`src/rtl/e_muldiv.sv`:
```
// Iterative RV32M multiply/divide unit for the execute stage.
// Multiplies take one cycle and divides take XLEN cycles (radix-2 restoring); the pipeline is stalled meanwhile.
module e_muldiv #(
  parameter int XLEN = 32
) (
  input  logic            clk,
  input  logic            nrst,
  input  logic            flush,
  input  logic            valid_in,
  input  logic [2:0]      md_op,
  input  logic [XLEN-1:0] operand1,
  input  logic [XLEN-1:0] operand2,
  input  logic [4:0]      rd_in,
  output logic            stall_req,
  output logic            busy,
  output logic            result_valid,
  output logic [XLEN-1:0] result,
  output logic [4:0]      rd_out,
  output logic [1:0]      dbg_state
);

  // Handshake: an op is taken on the edge where state is IDLE, valid_in=1 and flush=0.
  // The result is presented in the single DONE cycle, marked by result_valid.
  typedef enum logic [1:0] {S_IDLE, S_MUL, S_DIV, S_DONE} state_t;
  localparam int CW = $clog2(XLEN);
  localparam logic [XLEN-1:0] MIN_NEG = {1'b1, {(XLEN-1){1'b0}}};

  state_t          state, state_nx;
  logic [CW-1:0]   counter;
  logic [2:0]      op_q;
  logic [XLEN-1:0] a_q, b_q;
  logic [4:0]      rd_q;
  logic [XLEN-1:0] rem_q, quo_q;
  logic            neg_quo_q, neg_rem_q;

  logic            accept, signed_in, div_zero, div_ovf;
  logic [XLEN-1:0] abs1, abs2, special_res;

  logic [XLEN:0]   shifted, trial;
  logic            q_bit;
  logic [XLEN-1:0] rem_nx, quo_nx, q_fix, r_fix;

  logic signed [XLEN:0]     ma, mb;
  logic signed [2*XLEN-1:0] prod;
  logic [XLEN-1:0]          mul_res;

  assign accept    = (state == S_IDLE) && valid_in && !flush;
  assign signed_in = !md_op[0];
  assign div_zero  = (operand2 == '0);
  assign div_ovf   = signed_in && (operand1 == MIN_NEG) && (operand2 == '1);
  assign abs1      = (signed_in && operand1[XLEN-1]) ? -operand1 : operand1;
  assign abs2      = (signed_in && operand2[XLEN-1]) ? -operand2 : operand2;

  always_comb begin
    special_res = '0;
    if (div_zero) special_res = md_op[1] ? operand1 : '1;
    else          special_res = md_op[1] ? '0 : MIN_NEG;
  end

  // One restoring step: the dividend shifts out of quo_q while quotient bits shift in.
  assign shifted = {rem_q, quo_q[XLEN-1]};
  assign trial   = shifted - {1'b0, b_q};
  assign q_bit   = !trial[XLEN];
  assign rem_nx  = q_bit ? trial[XLEN-1:0] : shifted[XLEN-1:0];
  assign quo_nx  = {quo_q[XLEN-2:0], q_bit};
  assign q_fix   = neg_quo_q ? -quo_nx : quo_nx;
  assign r_fix   = neg_rem_q ? -rem_nx : rem_nx;

  // MULHSU treats only operand1 as signed; MUL's low half is signedness-independent.
  assign ma      = {(op_q != 3'd3) & a_q[XLEN-1], a_q};
  assign mb      = {(op_q[1] == 1'b0) & b_q[XLEN-1], b_q};
  assign prod    = ma * mb;
  assign mul_res = (op_q == 3'd0) ? prod[XLEN-1:0] : prod[2*XLEN-1:XLEN];

  always_ff @(posedge clk or negedge nrst) begin
    if (!nrst) state <= S_IDLE;
    else       state <= state_nx;
  end

  always_comb begin
    state_nx = state;
    if (flush) begin
      state_nx = S_IDLE;
    end else begin
      case (state)
        S_IDLE: begin
          if (valid_in) begin
            if (!md_op[2])               state_nx = S_MUL;
            else if (div_zero || div_ovf) state_nx = S_DONE;
            else                          state_nx = S_DIV;
          end
        end
        S_MUL:  state_nx = S_DONE;
        S_DIV:  if (counter == CW'(XLEN-1)) state_nx = S_DONE;
        S_DONE: state_nx = S_IDLE;
        default: state_nx = S_IDLE;
      endcase
    end
  end

  always_ff @(posedge clk or negedge nrst) begin
    if (!nrst) begin
      counter   <= '0;
      op_q      <= '0;
      a_q       <= '0;
      b_q       <= '0;
      rd_q      <= '0;
      rem_q     <= '0;
      quo_q     <= '0;
      neg_quo_q <= 1'b0;
      neg_rem_q <= 1'b0;
      result    <= '0;
      rd_out    <= '0;
    end else begin
      case (state)
        S_IDLE: begin
          if (accept) begin
            op_q      <= md_op;
            rd_q      <= rd_in;
            counter   <= '0;
            a_q       <= operand1;
            b_q       <= md_op[2] ? abs2 : operand2;
            rem_q     <= '0;
            quo_q     <= abs1;
            neg_quo_q <= signed_in && (operand1[XLEN-1] ^ operand2[XLEN-1]);
            neg_rem_q <= signed_in && operand1[XLEN-1];
            if (md_op[2] && (div_zero || div_ovf)) begin
              result <= special_res;
              rd_out <= rd_in;
            end
          end
        end
        S_MUL: begin
          if (!flush) begin
            result <= mul_res;
            rd_out <= rd_q;
          end
        end
        S_DIV: begin
          if (!flush) begin
            counter <= counter + 1'b1;
            rem_q   <= rem_nx;
            quo_q   <= quo_nx;
            if (counter == CW'(XLEN-1)) begin
              result <= op_q[1] ? r_fix : q_fix;
              rd_out <= rd_q;
            end
          end
        end
        default: ;
      endcase
    end
  end

  assign stall_req    = accept || (state == S_MUL) || (state == S_DIV);
  assign busy         = (state == S_MUL) || (state == S_DIV);
  assign result_valid = (state == S_DONE);
  assign dbg_state    = state;

endmodule

```
`config.mk`:
```
export PLATFORM = sky130hd
export DESIGN_NAME = e_muldiv
export DESIGN_NICKNAME = d
export VERILOG_FILES = /design/src/rtl/e_muldiv.sv
export SDC_FILE = /design/constraint.sdc
export NUM_CORES = 2
export LEC_CHECK = 0
export BUFFER_PORTS_ARGS = -buffer_cell sky130_fd_sc_hd__buf_2
export CORE_MARGIN = 2
export CORE_UTILIZATION = 54
export CTS_CLUSTER_DIAMETER = 30
export CTS_CLUSTER_SIZE = 10
export DETAILED_ROUTE_END_ITERATION = 6
export PLACE_DENSITY = 0.66
export SYNTH_ARGS = -nofsm -noshare
export SYNTH_HDL_FRONTEND = slang
export SYNTH_SLANG_ARGS = --single-unit
```
`constraint.sdc`:
```
create_clock -name clk -period 11.25 [get_ports clk]
set_input_delay 0.5625 -clock clk [delete_from_list [all_inputs] [get_ports clk]]
set_output_delay 0.5625 -clock clk [all_outputs]
set_load 0.05 [all_outputs]
```
==> impl_summary.txt <==
----------------------------------------------------
[Run status]
  Run status ... finished clean

[Clock tree]
  Skew-Pair Late Insertion Delay ... 0.45 ns
  CTS resizes ... 0
  Post-CTS setup repair buffer count ... 0
  Clock Path Buffers ... 2
  Clk Tree Root Cell ... sky130_fd_sc_hd__clkbuf_16
  Total number of H-tree levels ... 4
  # clock sinks ... 182
  Number of buffers added by the clock tree synthesis step ... 17
  CTS clock-pin slew for the worst setup and hold paths ... 0.08 ns
  Clock tree from TritonCTS ... done
  Hold-fix buffer count after cts ... 0

[Floorplan]
  Core region area ... 95200 um^2
  Chip height ... 314 um
  Effective utilization at floorplan ... 54.6%
  Number of rows in the core area ... 113
  Die span in x ... 314 um
  I/O pin count ... 118
  Full die area ... 98700 um^2

[Final layout]
  Area grow syn2layout ... 4.36%
  Count of filler cells inserted in the layout ... 8712
  Fin nets ... 7328
  Sequential standard cell area ... 4560 um^2
  Multi-input gate area in the final layout ... 41700 um^2
  Fin util ... 57.0%
  Share of layout cells above drive strength 1 ... 5.18%

[Setup path]
  Crit end category ... register
  Worst-case register-to-register setup slack ... 1.88 ns
  Critical path fanouts, max ... 22
  Arrival time reported for the critical path endpoint ... 9.68 ns
  Worst endpoint required time ... 11.56 ns
  Kind of critical path ... register to register
  Worst setup SP type ... register

[Logic synthesis]
  Adder-cell share of the synthesized area ... 49.6%
  Compound-Gate Fraction of Synth Area ... 9.60%
  Synthesized instance count ... 5975
  Fraction of post-synthesis cell area in the top cell type by area ... 43.4%
  Count of flip-flops with a built-in enable after synthesis ... 0
  Unique masters post-synth ... 89
  Post-Synth XOR/XNOR Area ... 3.22%
  FFs w/ async S/R, synth ... 100%
  Fraction of synthesized area in multiplexers ... 1.03%
  Most common cell in the synthesized netlist ... sky130_fd_sc_hd__inv_1
  Proportion of synthesized chip area in sequential cells ... 8.77%
  Count of state elements after synthesis ... 182
  Summed instance area of the synthesized netlist ... 51900 um^2
  Warnings from Yosys ... 0
  Net Count, Synth ... 7432
  Leading cell types by count after synthesis ... sky130_fd_sc_hd__inv_1, sky130_fd_sc_hd__fa_1, sky130_fd_sc_hd__nand2_1, sky130_fd_sc_hd__and2_1, sky130_fd_sc_hd__clkbuf_1
  Primary flip-flop cell chosen by synthesis mapping ... sky130_fd_sc_hd__dfrtp_1
  Simple-gate portion of the synthesized area ... 16.9%
  Largest cells by area after synthesis ... sky130_fd_sc_hd__fa_1, sky130_fd_sc_hd__dfrtp_1, sky130_fd_sc_hd__inv_1
  Combinational family with the most area after synthesis ... adder cells
  Library cell with the largest summed area after synthesis ... sky130_fd_sc_hd__fa_1
  Average size of a mapped cell ... 8.69 um^2

[Placement]
  Placer congestion estimate ... 0.992
  Detailed placement HPWL ... 129 mm
  PortBufs ... 117

[Timing]
  Count of final max-slew check failures ... 0
  Final clock period utilization by the worst path ... 83.2%
  Hold Fails Final Rpt ... 0
  Worst hold-check slack ... 0.209 ns
  Transition at the pin with the smallest max-transition slack ... 1.32 ns
  Unrepaired setup endpoints after global routing ... false
  Maximum operating frequency ... 0.107 GHz
  Final setup TNS ... 0 ns
  Clk_skew ... 0.0134 ns
  Max-slew headroom at the worst pin ... 12.0%
  Final worst path period need ... 9.37 ns
  Final-report setup violation count ... 0

[Global route]
  Antenna violations before repair ... 8
  Total routing usage reported by global routing ... 33.9%
  Global-route congestion overflow total ... 0
  Vias in the first global route ... 43100
  Maximum number of pins on one net before global-route repair ... 115
  First-pass GRT wire length ... 256 mm

[Worst hold path]
  Path class of the lowest-slack min-delay path ... input pin to async pin

[Detailed routing]
  Drt initial violations ... 4259
  DR vias ... 41800
  Count of nets left with antenna violations after detail routing ... 0
  Detailed-routing iteration count for the pre-antenna-repair pass ... 6
  Final routed DRC violation total ... 0
  Via density per instance ... 5.84
  Wirelength, routed ... 162 mm
  WL/cell ... 22.7 um

[Flow run]
  Max-capacitance violation count ... 0

----------------------------------------------------
## worst paths after layout
check,start,end,cells past startpoint
worst min register to register,result[1],result[1],1
max in group asynchronous,nrst,a_q[9],2
worst min-delay path,nrst,result[8],1
worst max register to register,b_q[12],result[23],27
worst max-delay path,b_q[12],result[23],27
min in group clk,rd_in[0],rd_q[0],3
## final cells by class
| cell class | instances | area share [%] |
|---|---|---|
| Inverter | 1170 | 8.10 |
| Antenna cell | 3 | 0.0139 |
| Sequential cell | 182 | 8.42 |
| Clock inverter | 14 | 0.298 |
| Timing Repair Buffer | 216 | 2.47 |
| Multi-Input combinational cell | 4284 | 77.0 |
| Clock buffer | 18 | 0.792 |
| Tap cell | 1265 | 2.92 |
## metal layers
layer,track usage [%],wire [um]
met5,0,13
met1,48.0,66600
met2,53.9,74700
met4,9.85,5240
met3,5.92,15600
## sequential cells by signal, indices dropped and copies added (netlist names), 5 cells and up
name,count
a_q,32
b_q,32
quo_q,32
rem_q,32
result,32
counter,5
rd_out,5
rd_q,5
## cell usage in the layout, fill, tap and decap left out, drive strengths merged, types with 8 or more instances in the layout
cell type,Yosys,layout
nor3,49,49
o21a,22,22
o21ai,212,212
a31oi,24,24
a221oi,12,12
nor4,18,18
o31ai,29,29
fa,1126,1126
a22oi,16,16
and3,19,19
nand3b,8,8
a211oi,31,31
xor2,75,75
nor2,189,189
dfrtp,182,182
nor2b,17,17
a21boi,8,8
nand2,1024,1024
o21bai,16,16
o41ai,18,18
mux2i,42,42
and2,374,374
clkbuf,317,19
buf,22,215
mux2,10,10
or2,16,16
inv,1170,1177
o2111ai,10,10
a21oi,188,188
xnor2,116,116
o211ai,26,26
nand2b,21,21
a21o,55,55
o221ai,14,14
or3,38,38
or4,16,16
nand3,46,46
ha,255,255
nand4,27,27
o22ai,31,31
## cell families (layout without fill, tap and decap cells)
logic type               count (synthesis)  in the layout
AND/OR/NAND/NOR                       1883           1883
buffers and inverters                 1509           1418
adder cells (fa/ha/maj)               1381           1381
AO/OA/AOI/OAI                          777            777
XOR/XNOR                               191            191
flip-flops                             182            182
multiplexers                            52             52
other                                    0              3
## stage by stage
step | worst slack, ns | area (um^2) | std cells
final | 1.88 | 54200 | 7152
after global routing | 1.33 | 54200 | 7149
after CTS | 1.89 | 54200 | 7149
after detailed placement | 1.95 | 53600 | 7117
after global placement | 2.05 | 53600 | 7117
after floorplan | 2.37 | 51900 | 5975
## critical path: stages, from the launching register on
cell	delay (ns)
sky130_fd_sc_hd__dfrtp_1	1.16
sky130_fd_sc_hd__buf_4	0.39
sky130_fd_sc_hd__nand2_1	0.11
sky130_fd_sc_hd__fa_1	0.56
sky130_fd_sc_hd__inv_1	0.05
sky130_fd_sc_hd__fa_1	0.46
sky130_fd_sc_hd__fa_1	0.53
sky130_fd_sc_hd__fa_1	0.52
sky130_fd_sc_hd__inv_1	0.06
sky130_fd_sc_hd__fa_1	0.54
sky130_fd_sc_hd__inv_1	0.05
sky130_fd_sc_hd__fa_1	0.48
sky130_fd_sc_hd__fa_1	0.50
sky130_fd_sc_hd__inv_1	0.05
sky130_fd_sc_hd__fa_1	0.49
sky130_fd_sc_hd__inv_1	0.06
sky130_fd_sc_hd__ha_1	0.40
sky130_fd_sc_hd__nand3_1	0.17
sky130_fd_sc_hd__nor3_1	0.39
sky130_fd_sc_hd__inv_1	0.08
sky130_fd_sc_hd__o21bai_1	0.19
sky130_fd_sc_hd__a311oi_1	0.13
sky130_fd_sc_hd__o31a_1	0.40
sky130_fd_sc_hd__o41ai_1	0.67
sky130_fd_sc_hd__a31oi_1	0.21
sky130_fd_sc_hd__xnor2_1	0.17
sky130_fd_sc_hd__a311oi_1	0.28
sky130_fd_sc_hd__o211ai_1	0.11
Power is not shown: default switching activity piles up to over one toggle a cycle in this logic, so the estimate is an artifact.
